## config.mk

```make
export PLATFORM = sky130hd
export DESIGN_NAME = action_select_ctrl
export DESIGN_NICKNAME = d
export VERILOG_FILES = /design/src/rtl/ttt_pkg.sv /design/src/rtl/lfsr16.sv /design/src/rtl/action_select_ctrl.sv
export SDC_FILE = /design/constraint.sdc
export NUM_CORES = 1
export LEC_CHECK = 0
export CORE_ASPECT_RATIO = 0.9
export CORE_MARGIN = 2
export CORE_UTILIZATION = 51
export CTS_CLUSTER_SIZE = 25
export DETAILED_ROUTE_END_ITERATION = 8
export PLACE_DENSITY_LB_ADDON = 0.2
export SLEW_MARGIN = 20
export SYNTH_ARGS = -nofsm -noshare
export SYNTH_HDL_FRONTEND = slang
export SYNTH_SLANG_ARGS = --single-unit
```

## constraint.sdc

```tcl
create_clock -name clk -period 2.9 [get_ports clk]
set_clock_uncertainty 0.1 [all_clocks]
set_input_delay 0.58 -clock clk [delete_from_list [all_inputs] [get_ports clk]]
set_output_delay 0.58 -clock clk [all_outputs]
set_load 0.05 [all_outputs]
```

## src/rtl/ttt_pkg.sv

```systemverilog
// rtl/ttt_pkg.sv - shared constants, FSM encoding and helpers for action_select_ctrl
//
// Purpose: single home for the Q-value width, action count, LFSR seed,
// FSM state encoding and the NO_ACTION marker used by the selector.
package ttt_pkg;

    localparam int          Q_W       = 18;
    localparam int          N_ACT     = 9;
    localparam logic [15:0] LFSR_SEED = 16'hACE1;
    localparam logic [3:0]  NO_ACTION = 4'hF;

    typedef enum logic [1:0] {
        ST_IDLE  = 2'd0,
        ST_SCAN  = 2'd1,
        ST_DRAIN = 2'd2,
        ST_DONE  = 2'd3
    } state_t;

    // Folds an 8-bit random byte onto the action range 0..N_ACT-1.
    function automatic logic [3:0] mod_n_act(input logic [7:0] v);
        return 4'(v % 8'(N_ACT));
    endfunction

endpackage

```

## src/rtl/lfsr16.sv

```systemverilog
// rtl/lfsr16.sv - free-running 16-bit Fibonacci LFSR, x^16+x^14+x^13+x^11+1
//
// Purpose: pseudo-random source for the exploration roll and candidate cell.
// Ports:
//   clk   - rising-edge clock
//   rst   - synchronous active-high reset, loads SEED
//   state - current LFSR contents, advances every non-reset cycle
module lfsr16 #(
    parameter logic [15:0] SEED = ttt_pkg::LFSR_SEED
) (
    input  logic        clk,
    input  logic        rst,
    output logic [15:0] state
);

    logic [15:0] lfsr_q;
    logic [15:0] lfsr_d;
    logic        feedback;

    // Taps 16,14,13,11 map to bits 15,13,12,10 for a left-shifting register.
    always_comb begin
        feedback = lfsr_q[15] ^ lfsr_q[13] ^ lfsr_q[12] ^ lfsr_q[10];
        lfsr_d   = {lfsr_q[14:0], feedback};
    end

    always_ff @(posedge clk) begin
        if (rst) begin
            lfsr_q <= SEED;
        end else begin
            lfsr_q <= lfsr_d;
        end
    end

    assign state = lfsr_q;

endmodule

```

## src/rtl/action_select_ctrl.sv

```systemverilog
// rtl/action_select_ctrl.sv - epsilon-greedy action selector over a Q-table row
//
// Purpose: on start, scans all actions of a Q-table row, skipping occupied
// cells, and returns either the argmax legal action or, when the random roll
// falls below epsilon, a pseudo-random legal action. Fixed 11-cycle latency.
// Ports:
//   clk, rst                 - clock, synchronous active-high reset
//   start                    - request one selection (accepted only when idle)
//   occupied[N_ACT-1:0]      - bit i set means action i is illegal
//   epsilon[7:0]             - exploration threshold, 0 disables exploration
//   q_rd_en, q_addr[3:0]     - Q-table read strobe and action index
//   q_rd_data[Q_W-1:0]       - signed Q value, one cycle after q_rd_en
//   busy, done               - selection in progress / one-cycle result strobe
//   next_action[3:0]         - chosen action, NO_ACTION when none legal
//   action_valid, explored   - legal result flag / result came from exploration
module action_select_ctrl #(
    parameter int          Q_W       = ttt_pkg::Q_W,
    parameter int          N_ACT     = ttt_pkg::N_ACT,
    parameter logic [15:0] LFSR_SEED = ttt_pkg::LFSR_SEED
) (
    input  logic             clk,
    input  logic             rst,
    input  logic             start,
    input  logic [N_ACT-1:0] occupied,
    input  logic [7:0]       epsilon,
    output logic             q_rd_en,
    output logic [3:0]       q_addr,
    input  logic [Q_W-1:0]   q_rd_data,
    output logic             busy,
    output logic             done,
    output logic [3:0]       next_action,
    output logic             action_valid,
    output logic             explored
);

    import ttt_pkg::*;

    localparam logic signed [Q_W-1:0] Q_MIN    = {1'b1, {(Q_W-1){1'b0}}};
    localparam logic [3:0]            LAST_IDX = 4'(N_ACT - 1);

    state_t                 state_q,        state_d;
    logic [3:0]             idx_q,          idx_d;
    logic                   ev_valid_q,     ev_valid_d;
    logic [3:0]             ev_idx_q,       ev_idx_d;
    logic [N_ACT-1:0]       occ_q,          occ_d;
    logic [7:0]             eps_q,          eps_d;
    logic [7:0]             roll_q,         roll_d;
    logic [3:0]             cand_q,         cand_d;
    logic signed [Q_W-1:0]  max_val_q,      max_val_d;
    logic [3:0]             max_idx_q,      max_idx_d;
    logic                   any_q,          any_d;
    logic [3:0]             first_idx_q,    first_idx_d;
    logic                   ge_found_q,     ge_found_d;
    logic [3:0]             ge_idx_q,       ge_idx_d;
    logic [3:0]             next_action_q,  next_action_d;
    logic                   action_valid_q, action_valid_d;
    logic                   explored_q,     explored_d;

    logic [15:0]            lfsr_state;
    logic                   ev_legal;
    logic signed [Q_W-1:0]  q_val;

    lfsr16 #(
        .SEED (LFSR_SEED)
    ) u_lfsr (
        .clk   (clk),
        .rst   (rst),
        .state (lfsr_state)
    );

    assign q_val    = $signed(q_rd_data);
    // The read issued last cycle is the one whose data is on q_rd_data now.
    assign ev_legal = ev_valid_q && !occ_q[ev_idx_q];

    always_comb begin
        state_d        = state_q;
        idx_d          = idx_q;
        ev_valid_d     = (state_q == ST_SCAN);
        ev_idx_d       = idx_q;
        occ_d          = occ_q;
        eps_d          = eps_q;
        roll_d         = roll_q;
        cand_d         = cand_q;
        max_val_d      = max_val_q;
        max_idx_d      = max_idx_q;
        any_d          = any_q;
        first_idx_d    = first_idx_q;
        ge_found_d     = ge_found_q;
        ge_idx_d       = ge_idx_q;
        next_action_d  = next_action_q;
        action_valid_d = action_valid_q;
        explored_d     = explored_q;

        // Running trackers. Strict '>' keeps the lowest index on ties; the
        // first legal value always seeds the maximum, even if it equals Q_MIN.
        if (ev_legal) begin
            if (!any_q || (q_val > max_val_q)) begin
                max_val_d = q_val;
                max_idx_d = ev_idx_q;
            end
            if (!any_q) begin
                any_d       = 1'b1;
                first_idx_d = ev_idx_q;
            end
            if (!ge_found_q && (ev_idx_q >= cand_q)) begin
                ge_found_d = 1'b1;
                ge_idx_d   = ev_idx_q;
            end
        end

        unique case (state_q)
            ST_IDLE: begin
                if (start) begin
                    occ_d       = occupied;
                    eps_d       = epsilon;
                    roll_d      = lfsr_state[7:0];
                    cand_d      = mod_n_act(lfsr_state[15:8]);
                    max_val_d   = Q_MIN;
                    max_idx_d   = 4'd0;
                    any_d       = 1'b0;
                    first_idx_d = 4'd0;
                    ge_found_d  = 1'b0;
                    ge_idx_d    = 4'd0;
                    idx_d       = 4'd0;
                    state_d     = ST_SCAN;
                end
            end
            ST_SCAN: begin
                if (idx_q == LAST_IDX) begin
                    idx_d   = 4'd0;
                    state_d = ST_DRAIN;
                end else begin
                    idx_d = idx_q + 4'd1;
                end
            end
            ST_DRAIN: begin
                // The last index is evaluated this cycle, so decide from the
                // freshly updated tracker values rather than the registers.
                if (!any_d) begin
                    next_action_d  = NO_ACTION;
                    action_valid_d = 1'b0;
                    explored_d     = 1'b0;
                end else if (roll_q < eps_q) begin
                    next_action_d  = ge_found_d ? ge_idx_d : first_idx_d;
                    action_valid_d = 1'b1;
                    explored_d     = 1'b1;
                end else begin
                    next_action_d  = max_idx_d;
                    action_valid_d = 1'b1;
                    explored_d     = 1'b0;
                end
                state_d = ST_DONE;
            end
            ST_DONE: begin
                state_d = ST_IDLE;
            end
            default: begin
                state_d = ST_IDLE;
            end
        endcase
    end

    always_ff @(posedge clk) begin
        if (rst) begin
            state_q        <= ST_IDLE;
            idx_q          <= 4'd0;
            ev_valid_q     <= 1'b0;
            ev_idx_q       <= 4'd0;
            occ_q          <= '0;
            eps_q          <= 8'd0;
            roll_q         <= 8'd0;
            cand_q         <= 4'd0;
            max_val_q      <= Q_MIN;
            max_idx_q      <= 4'd0;
            any_q          <= 1'b0;
            first_idx_q    <= 4'd0;
            ge_found_q     <= 1'b0;
            ge_idx_q       <= 4'd0;
            next_action_q  <= NO_ACTION;
            action_valid_q <= 1'b0;
            explored_q     <= 1'b0;
        end else begin
            state_q        <= state_d;
            idx_q          <= idx_d;
            ev_valid_q     <= ev_valid_d;
            ev_idx_q       <= ev_idx_d;
            occ_q          <= occ_d;
            eps_q          <= eps_d;
            roll_q         <= roll_d;
            cand_q         <= cand_d;
            max_val_q      <= max_val_d;
            max_idx_q      <= max_idx_d;
            any_q          <= any_d;
            first_idx_q    <= first_idx_d;
            ge_found_q     <= ge_found_d;
            ge_idx_q       <= ge_idx_d;
            next_action_q  <= next_action_d;
            action_valid_q <= action_valid_d;
            explored_q     <= explored_d;
        end
    end

    assign q_rd_en      = (state_q == ST_SCAN);
    assign q_addr       = idx_q;
    assign busy         = (state_q != ST_IDLE);
    assign done         = (state_q == ST_DONE);
    assign next_action  = next_action_q;
    assign action_valid = action_valid_q;
    assign explored     = explored_q;

endmodule

```

==> key figures, run 1 <==
Status
  • Status: complete, but fails checks
  • Failing checks: negative setup slack

Routing
  • Initial DRC Count: 171
  • # DRC: 0
  • Wire per inst: 13.90 um
  • Drt first pass iters: 5
  • Vias per cell: 5.365
  • Routed Antenna Nets: 0
  • Via count: 4287
  • Final wirelength: around 11000 um

Synthesis
  • Top-count cell post-synth: dfxtp_1
  • Adder-cell area share of the yosys netlist: 9.904%
  • Mapped Cells: 580
  • Syn Area/Cell: 8.495 sq um
  • Mapped Area: between 4000 and 5000 sq um
  • Ys flop type: dfxtp_1
  • Post-Synth Simple-Gate Area: about a fifth
  • Syn nets: 657
  • Seq/Total Area, Yosys: 38.19%
  • Post-synthesis mux area share: around 8%
  • EDFF count, synth: 0
  • Top post-synthesis cells by count: 94 x dfxtp_1, 65 x nand2_1, 56 x nor2_1, 54 x a21oi_1, 46 x inv_1
  • Warnings from Yosys: 0
  • Synth area leaders: dfxtp_1 38%, ha_1 9.9%, mux2i_1 6.9%, a21oi_1 5.5%, nand2_1 5.0%
  • Area leader, netlist: dfxtp_1
  • Synth cell types: 62
  • Synth Area in XOR/XNOR: less than 1%
  • #FFs+latches synth: 94
  • Largest family of logic cells by synthesized area: simple AND/OR/NAND/NOR gates
  • Synth top area share: 38.19%
  • Complex-gate fraction of the synthesized area: approximately 18%
  • Post-synth ARST share: 0%

Worst setup path
  • Reg-to-Reg Start: u_lfsr.state[10]
  • Crit-path max FO: 7
  • R2R depth: 12
  • Req. time, crit path: 3.04 ns
  • R2r setup slk: -0.09 ns
  • R2r endpoint: cand_q[1]
  • Setup crit start: u_lfsr.state[10]
  • Worst Setup EP: cand_q[1]
  • CP Class: register to register
  • Endpoint type of the worst setup path: register
  • Arr. time, crit path: between 3 and 4 ns
  • CP startpoint kind: register

Global routing
  • GRT Overall Usage: 21.73%
  • Largest net degree at the start of global routing: between 40 and 50
  • Initial antenna violation count: 0
  • Global-route wire length before repair: between 15000 and 20000 um
  • Grt ovf: 0
  • Via count of the first global-routing pass: 4107

Clock tree
  • Hold_buf cts: 0
  • CTS H-tree lvls: 3
  • Worst-path clk slew: approximately 0.090 ns
  • Clock Sinks: 94
  • Root Driver: clkbuf_8
  • Cts bufs inserted: 9
  • CTS Buffer Depth: 2
  • CTS tree: built
  • Clk_lat worst skew: between 0.3 and 0.4 ns

Die
  • # rows: 34
  • Initial Util: 51.71%
  • Full die area: 10460 sq um
  • Core area: 9529 sq um
  • Die Ht: 97.25 um
  • Ports: 51
  • Die Span X: 107.6 um

Flow run
  • Max-cap violation count: 0

STA
  • Fin. Hold Viols: 0
  • Final min period: between 2 and 3 ns
  • Worst Max-Slew Pin Slew: 0.6594 ns
  • Fin Setup TNS: -0.2806 ns
  • FMAX: 334.3 MHz
  • Worst setup margin: -0.09156 ns
  • Slew Limit Headroom: between 50 and 60%
  • Pins Over Slew Limit: 0
  • Tcrit/Tclk final: 103.2%
  • Setup-failing EPs final: 4
  • RSZ-0062 raised after global routing: true

Placed design
  • DP HPWL: 7971 um
  • Buffers on Ports: 50
  • Routability cong.: a little under 0.9

Power and ir drop
  • Peak VDD IR: 0.0004427 V
  • Pwr Density: 628.5 nW/um^2
  • Pleak: 2.561 nW
  • Tot Pwr: 3.919 mW

Layout
  • Share of layout cells above drive strength 1: between 10% and 20%
  • Final net count: 745
  • Diodes inserted: 0
  • Fill count: 802
  • Area grow syn2layout: 26.56%

Hold path
  • Hold WC Path Type: register to register
## logic make-up (layout without fill, tap and decap cells)
| group | Yosys count | after routing |
|---|---|---|
| simple gates | 199 | 199 |
| mux | 36 | 36 |
| buf+inv | 74 | 167 |
| fa+ha+maj | 39 | 39 |
| compound gates | 135 | 135 |
| xor+xnor | 3 | 3 |
| flops | 94 | 94 |
## power breakdown
part	total [mW]	switching [mW]	internal [mW]	leakage [nW]
clock network	0.822	0.477	0.345	0.0841
registers	1.56	0.112	1.45	0.769
logic	1.53	0.863	0.670	1.71
## per-layer routing
layer	up-vias	wire length (um)	track usage (%)
met5	-	0	0
met4	0	80	4.832
met3	8	514	4.091
met2	84	5201	35.95
met1	2015	5309	29.48
li1	2180	-	-
## stage by stage
step	utilization [%]	area, sq um	hold WS [ns]	std cells	setup WS (ns)
after CTS	64.12	6110	0.3583	796	-0.08096
final	65.44	6236	0.3541	799	-0.09156
after floorplan	-	4984	0.3169	580	-0.03162
after global placement	61.17	5829	0.3220	772	-0.1690
after detailed placement	61.17	5829	0.3333	772	-0.2835
after global routing	65.44	6236	0.3788	799	-0.2579
## worst max-delay path: stages (launching register included)
cell and delay, ns:
dfxtp_4 0.37, and3b_2 0.25, nor2_2 0.04, o21bai_1 0.16, a221oi_2 0.11, ha_2 0.22
a21oi_1 0.11, or4b_4 0.51, a31o_1 0.27, o21ai_4 0.09, a21oi_2 0.11, or4_1 0.42
o311ai_0 0.12
## sequential cells by signal, summed over array words and instances, names as in the netlist, 8 cells and up
name          cells
max_val_q        18
eps_q             8
roll_q            8
occ_q             9
u_lfsr.state     16
## layout by cell type, fill, tap and decap left out, types with 4 or more instances in the layout
cell and n:
ha_2 4, nor2b_1 20, o21ai_0 24, o21ai_2 4
ha_1 34, or2_2 8, inv_1 45, o211ai_1 5
o22a_1 5, clkbuf_8 10, nand4_1 4, clkdlybuf4s50_1 49
buf_4 52, dfxtp_1 89, nor2_1 54, nand2_1 64
o21ai_1 4, a21o_1 4, nor3_1 4, a21oi_1 52
nand2b_1 10, o32ai_1 5, nand3_1 4, mux2i_1 30
o221ai_1 4
## repair_timing
action / 4_1_cts / 5_1_grt
resized for setup: 14 / 26
pin swaps: 10 / 12
cloned: 0 / 0
setup buffers: 8 / 3
endpoints found under the setup margin: 4 / 27
## area by class of cell
cell class | count | area, sq um | share of cell area, %
Tap cell | 126 | 157.7 | 2.528
Clock inverter | 5 | 42.54 | 0.6822
Clock buffer | 11 | 141.4 | 2.267
Timing Repair Buffer | 105 | 919.6 | 14.75
Multi-Input combinational cell | 412 | 2907 | 46.61
Sequential cell | 94 | 1896 | 30.40
Inverter | 46 | 172.7 | 2.769
## worst min path at each step
stage / endpoint / depth (start not counted) / start
6_report: u_lfsr.state[6] / 1 / u_lfsr.state[5]
5_1_grt: eps_q[4] / 2 / eps_q[4]
4_1_cts: u_lfsr.state[6] / 1 / u_lfsr.state[5]
3_5_place_dp: u_lfsr.state[6] / 1 / u_lfsr.state[5]
3_3_place_gp: u_lfsr.state[7] / 1 / u_lfsr.state[6]
2_1_floorplan: u_lfsr.state[5] / 1 / u_lfsr.state[4]
No activity file was read; power rests on OpenSTA's default activity.
==> run 2, diff against run 1 <==
- CORE_MARGIN: 2 -> 5
- MAX_ROUTING_LAYER: not set -> met4
==> run 2 against run 1 <==
Against the previous run: the run still ends with negative setup slack left; flip-flop and latch count stayed put; cell count fell by 0.25%; clock-buffer cell count is 1 lower; maximum frequency shrank 0.28%; critical endpoint is now cand_q[0]; largest power group unchanged.
==> key figures, run 2 (synthesis results as in run 1) <==
Placed design
  • DP HPWL: 7940 um (was 7971 um)
  • Placed cell count: 773 (was 772)
  • DP Area: 5837 sq um (was 5829 sq um)
  • Buffers on Ports: 50 (unchanged)
  • Routability cong.: 0.8384 (was 0.8822)

Status
  • Failing checks: negative setup slack (unchanged)
  • Status: complete, but fails checks (unchanged)

Layout
  • Most common cell after layout, fill and taps aside: dfxtp_1 (unchanged)
  • Largest reg by FF count: max_val_q (unchanged)
  • Area grow syn2layout: 25.44% (was 26.56%)
  • Diodes inserted: 0 (unchanged)
  • Final net count: 743 (was 745)
  • Share of layout cells above drive strength 1: 16.54% (was 18.57%)
  • Commonest cells after routing, fill and taps aside: 90 x dfxtp_1, 64 x nand2_1, 56 x nor2_1 (was 89 x dfxtp_1, 64 x nand2_1, 54 x nor2_1)
  • Fill count: 827 (was 802)
  • Post-route insts no fill: 797 (was 799)
  • Max reg flops: 18 (unchanged)
  • Design area: 6181 sq um (was 6236 sq um)

Routing
  • Routed Antenna Nets: 0 (unchanged)
  • Via count: 4232 (was 4287)
  • Drt first pass iters: 5 (unchanged)
  • # DRC: 0 (unchanged)
  • Final wirelength: 11100 um (was 11110 um)
  • Initial DRC Count: 179 (was 171)
  • Vias per cell: 5.310 (was 5.365)
  • Wire per inst: 13.92 um (was 13.90 um)

STA
  • Setup-failing EPs final: 4 (unchanged)
  • Pins Over Slew Limit: 0 (unchanged)
  • Tcrit/Tclk final: 103.4% (was 103.2%)
  • Final hold slack: 0.3565 ns (was 0.3541 ns)
  • FMAX: 333.3 MHz (was 334.3 MHz)
  • Fin Setup TNS: -0.3099 ns (was -0.2806 ns)
  • Slew Limit Headroom: 57.33% (was 55.58%)
  • Worst setup margin: -0.09994 ns (was -0.09156 ns)
  • RSZ-0062 raised after global routing: true (unchanged)
  • Final min period: 3.000 ns (was 2.992 ns)
  • Fin. Hold Viols: 0 (unchanged)
  • Worst Max-Slew Pin Slew: 0.6334 ns (was 0.6594 ns)

Worst setup path
  • R2r setup slk: -0.1 ns (was -0.09 ns)
  • Setup crit start: u_lfsr.state[10] (unchanged)
  • R2r endpoint: cand_q[0] (was cand_q[1])
  • Worst Setup EP: cand_q[0] (was cand_q[1])
  • CP Class: register to register (unchanged)
  • R2R depth: 14 (was 12)
  • Req. time, crit path: 3.05 ns (was 3.04 ns)
  • Endpoint type of the worst setup path: register (unchanged)
  • Crit-path max FO: 6 (was 7)
  • Arr. time, crit path: 3.15 ns (was 3.13 ns)
  • Reg-to-Reg Start: u_lfsr.state[10] (unchanged)
  • CP startpoint kind: register (unchanged)

Power and ir drop
  • Pwr Density: 633.4 nW/um^2 (was 628.5 nW/um^2)
  • Pleak: 2.565 nW (was 2.561 nW)
  • Peak VDD IR: 0.0005037 V (was 0.0004427 V)

Global routing
  • Via count of the first global-routing pass: 4214 (was 4107)
  • Initial antenna violation count: 0 (unchanged)
  • Grt peak-use layer: met2 (unchanged)
  • Global-route wire length before repair: 18840 um (was 18750 um)
  • Met2 Use GR: 33.00% (was 35.95%)
  • Largest net degree at the start of global routing: 35 (was 48)
  • GRT Overall Usage: 20.07% (was 21.73%)
  • Grt met1 use: 25.55% (was 29.48%)
  • Grt ovf: 0 (unchanged)
  • GRT met3 Usage: 4.014% (was 4.091%)

Die
  • Die Span X: 113.6 um (was 107.6 um)
  • Die Ht: 103.2 um (was 97.25 um)
  • # rows: 34 (unchanged)
  • Core area: 9572 sq um (was 9529 sq um)
  • Full die area: 11730 sq um (was 10460 sq um)
  • Ports: 51 (unchanged)
  • Initial Util: 51.48% (was 51.71%)

Clock tree
  • Clk_lat worst skew: 0.36 ns (was 0.35 ns)
  • Clock Sinks: 94 (unchanged)
  • CTS Buffer Depth: 2 (unchanged)
  • Worst-path clk slew: 0.10 ns (was 0.09 ns)
  • Hold_buf cts: 0 (unchanged)
  • Root Driver: clkbuf_8 (unchanged)
  • CTS H-tree lvls: 3 (unchanged)
  • Cts bufs inserted: 9 (unchanged)
  • CTS tree: built (unchanged)

Hold path
  • Hold WC Path Type: register to register (unchanged)
  • WHS Path Cells: 1 (unchanged)

Flow run
  • Max-cap violation count: 0 (unchanged)
==> run 2: changes by cell type in the layout (fill, tap and decap cells not counted), moves of 2 or more <==
cell        before  now
nor2b_2          2    0
nor2_1          54   56
nor2_2           2    0
clkinv_4         0    2
buf_4           52   50
ha_1            34   37
clkinvlp_4       3    0
nor2b_1         20   22
ha_2             4    2
o21ai_0         24   26
==> run 2: final cells by class <==
cell class	instances	area [sq um]	area share, %
clock buffers	10	137.6	2.227
clock inverters	6	53.80	0.8704
inverters	46	172.7	2.794
multi-input cells	412	2860	46.28
flip-flops and latches	94	1894	30.65
well taps	126	157.7	2.551
repair buffers	103	904.6	14.64
==> run 2: worst max-delay path, stage by stage, from the launching register on <==
cell       delay (ns)
dfxtp_4          0.39
and3b_1          0.19
nor2_1           0.10
o21bai_1         0.09
a221oi_2         0.34
ha_2             0.28
nor4_4           0.06
o21a_1           0.21
o22a_1           0.20
ha_2             0.19
inv_2            0.06
o2111ai_2        0.11
a21oi_2          0.23
nor4_2           0.06
a311o_1          0.28
==> run 2: repair_timing <==
item,in CTS,in global routing
setup endpoints to repair,4,30
setup buffers,5,3
gates cloned,0,0
gates resized for setup,5,19
pin swaps,5,6
==> run 2: where the power goes <==
part	internal, mW	switching [mW]
Sequential	1.45	0.108
Combinational	0.655	0.849
Clock	0.353	0.500
Total	2.46	1.46
==> run 2: routing by layer <==
metal	up-vias	wire (um)	share of wire, %
li1	2182	-	-
met1	1945	5330	48
met2	93	5138	46
met3	12	505	4.6
met4	0	121	1.1
met5	-	0	0
==> run 2: worst min-delay path by stage <==
stage                          from               to
floorplan           u_lfsr.state[4]  u_lfsr.state[5]
global placement    u_lfsr.state[6]  u_lfsr.state[7]
detailed placement  u_lfsr.state[4]  u_lfsr.state[5]
CTS                 u_lfsr.state[6]        roll_q[6]
global route        u_lfsr.state[6]        roll_q[6]
finish              u_lfsr.state[5]  u_lfsr.state[6]
==> run 2: through the flow <==
stage	util [%]	total power, mW	worst slack, ns
after floorplan	-	2.573	-0.03162
after global placement	60.98	2.978	-0.2087
after detailed placement	60.98	3.021	-0.2866
after CTS	63.50	3.899	-0.1324
after global routing	64.58	4.182	-0.2877
final	64.58	3.915	-0.09994
==> run 3, diff against run 2 <==
- TNS_END_PERCENT: not set -> 30
==> run 3 against run 2 <==
Against the previous run: critical endpoint is now cand_q[1]; the flow still finishes with violations (negative setup slack); global-route usage rose by 0.11 points; total power rose by 4.0%; worst hold slack gained 0.0014 ns.
==> key figures, run 3 (synthesis results as in run 1) <==
STA
  • Fin. Hold Viols: 0 (unchanged)
  • RSZ-0062 raised after global routing: true (unchanged)
  • Worst setup margin: -0.1341 ns (was -0.09994 ns)
  • Setup-failing EPs final: 4 (unchanged)
  • Fin Setup TNS: -0.4212 ns (was -0.3099 ns)
  • Worst Max-Slew Pin Slew: 0.6297 ns (was 0.6334 ns)
  • Final min period: 3.034 ns (was 3.000 ns)
  • FMAX: 329.6 MHz (was 333.3 MHz)
  • Tcrit/Tclk final: 104.6% (was 103.4%)
  • Slew Limit Headroom: 57.58% (was 57.33%)
  • Pins Over Slew Limit: 0 (unchanged)

Layout
  • Final net count: 744 (was 743)
  • Design area: 6207 sq um (was 6181 sq um)
  • Most common cell after layout, fill and taps aside: dfxtp_1 (unchanged)
  • Area of the multi-input gates: 2848 sq um (was 2860 sq um)
  • Share of layout cells above drive strength 1: 16.96% (was 16.54%)
  • Register area: 1893 sq um (was 1894 sq um)
  • Area grow syn2layout: 25.98% (was 25.44%)
  • Fill count: 798 (was 827)
  • Diodes inserted: 0 (unchanged)
  • Commonest cells after routing, fill and taps aside: 89 x dfxtp_1, 64 x nand2_1, 55 x nor2_1 (was 90 x dfxtp_1, 64 x nand2_1, 56 x nor2_1)
  • Largest reg by FF count: max_val_q (unchanged)
  • Max reg flops: 18 (unchanged)

Die
  • Ports: 51 (unchanged)
  • Core area: 9572 sq um (unchanged)
  • Die Span X: 113.6 um (unchanged)
  • Full die area: 11730 sq um (unchanged)
  • Initial Util: 51.48% (unchanged)
  • # rows: 34 (unchanged)
  • Die Ht: 103.2 um (unchanged)

Clock tree
  • CTS tree: built (unchanged)
  • Root Driver: clkbuf_8 (unchanged)
  • CTS H-tree lvls: 3 (unchanged)
  • Cts bufs inserted: 9 (unchanged)
  • CTS Buffer Depth: 2 (unchanged)
  • Worst-path clk slew: 0.10 ns (about the same)
  • Clk_lat worst skew: 0.37 ns (was 0.36 ns)
  • Hold_buf cts: 0 (unchanged)
  • Clock Sinks: 94 (unchanged)

Power and ir drop
  • Pleak: 2.595 nW (was 2.565 nW)
  • Peak VDD IR: 0.0005634 V (was 0.0005037 V)
  • Pwr Density: 656.0 nW/um^2 (was 633.4 nW/um^2)
  • Tot Pwr: 4.072 mW (was 3.915 mW)

Worst setup path
  • CP Class: register to register (unchanged)
  • Arr. time, crit path: 3.19 ns (was 3.15 ns)
  • Critical-path top delay cell: or4b_4 (was dfxtp_4)
  • Crit-path cells: and3b_1 -> nor2_1 -> o21bai_1 -> a221oi_2 -> ha_2 -> buf_4 -> a21oi_2 -> or4b_4 -> a31o_1 -> o21ai_4 -> a21oi_2 -> or4_1 -> o311ai_1 (was and3b_1 -> nor2_1 -> o21bai_1 -> a221oi_2 -> ha_2 -> nor4_4 -> o21a_1 -> o22a_1 -> ha_2 -> inv_2 -> o2111ai_2 -> a21oi_2 -> nor4_2 -> a311o_1)
  • Cell mode on critical path: a21oi_2 (was ha_2)
  • CP peak stage delay: 0.51 ns (was 0.39 ns)
  • R2r setup slk: -0.13 ns (was -0.1 ns)
  • Reg-to-Reg Start: u_lfsr.state[10] (unchanged)
  • Endpoint type of the worst setup path: register (unchanged)
  • R2r endpoint: cand_q[1] (was cand_q[0])
  • Req. time, crit path: 3.06 ns (was 3.05 ns)
  • R2R depth: 13 (was 14)
  • CP startpoint kind: register (unchanged)
  • Crit-path max FO: 8 (was 6)

Routing
  • Initial DRC Count: 200 (was 179)
  • Via count: 4278 (was 4232)
  • Vias per cell: 5.361 (was 5.310)
  • Routed Antenna Nets: 0 (unchanged)
  • Wire per inst: 14.25 um (was 13.92 um)
  • Final wirelength: 11370 um (was 11100 um)
  • # DRC: 0 (unchanged)
  • Drt first pass iters: 4 (was 5)

Hold path
  • HP Start: u_lfsr.state[5] (unchanged)
  • WHS Path Cells: 2 (was 1)
  • Hold Path End: roll_q[5] (was u_lfsr.state[6])
  • Hold WC Path Type: register to register (unchanged)

Placed design
  • Buffers on Ports: 50 (unchanged)
  • DP Area: 5874 sq um (was 5837 sq um)
  • DP HPWL: 8263 um (was 7940 um)
  • Routability cong.: 0.8535 (was 0.8384)

Global routing
  • GRT Overall Usage: 20.19% (was 20.07%)
  • Global-route wire length before repair: 19020 um (was 18840 um)
  • Via count of the first global-routing pass: 4220 (was 4214)
  • Largest net degree at the start of global routing: 39 (was 35)
  • Grt ovf: 0 (unchanged)
  • Initial antenna violation count: 0 (unchanged)

Status
  • Failing checks: negative setup slack (unchanged)
  • Status: complete, but fails checks (unchanged)

Flow run
  • Max-cap violation count: 0 (unchanged)
[run 3: routing by layer]
metal	global-route usage, %	wire, um
met1	25.68	5371
met2	33.54	5476
met3	2.560	410
met4	6.839	113
met5	-	0
[run 3: worst max-delay path, delay by kind of cell (launching register included)]
family	cells	cell delay [ns]
flops	1	0.38
compound gates	7	0.91
buf+inv	1	0.13
simple gates	4	1.22
fa+ha+maj	1	0.20
[run 3: worst max-delay path by stage]
stage                     startpoint           end  cells after the start
floorplan           u_lfsr.state[10]     cand_q[0]                     15
global placement    u_lfsr.state[13]     cand_q[1]                     14
detailed placement     q_rd_data[15]  max_val_q[2]                     11
CTS                 u_lfsr.state[10]     cand_q[2]                     12
global route        u_lfsr.state[11]     cand_q[0]                     15
finish              u_lfsr.state[10]     cand_q[1]                     13
[run 3: through the flow]
stage          hold slack (ns)  setup WS (ns)  utilization [%]  instances
6_report                0.3579        -0.1341            64.85        798
5_1_grt                 0.3773        -0.2770            64.85        798
4_1_cts                 0.3575        -0.1606            64.00        795
3_5_place_dp            0.3382        -0.3469            61.37        779
3_3_place_gp            0.3220        -0.3129            61.37        779
2_1_floorplan           0.3169       -0.03162                -        580
[run 3: area by class of cell]
class                   instances  share of cell area, %
clock buffers                  10                  2.217
clock inverters                 6                  1.572
inverters                      46                  2.782
multi-input cells             412                  45.88
flip-flops and latches         94                  30.50
well taps                     126                  2.540
repair buffers                104                  14.51
[run 3: timing repair]
action / CTS / global route
setup buffers: 0 / 3
pin swaps: 2 / 7
setup endpoints to repair: 4 / 30
gates resized for setup: 6 / 15
[run 3: power by group]
group / total (mW) / switching (mW) / internal (mW)
clock: 1.02 / 0.495 / 0.524
sequential: 1.56 / 0.111 / 1.45
combinational: 1.49 / 0.849 / 0.642
total: 4.07 / 1.45 / 2.62
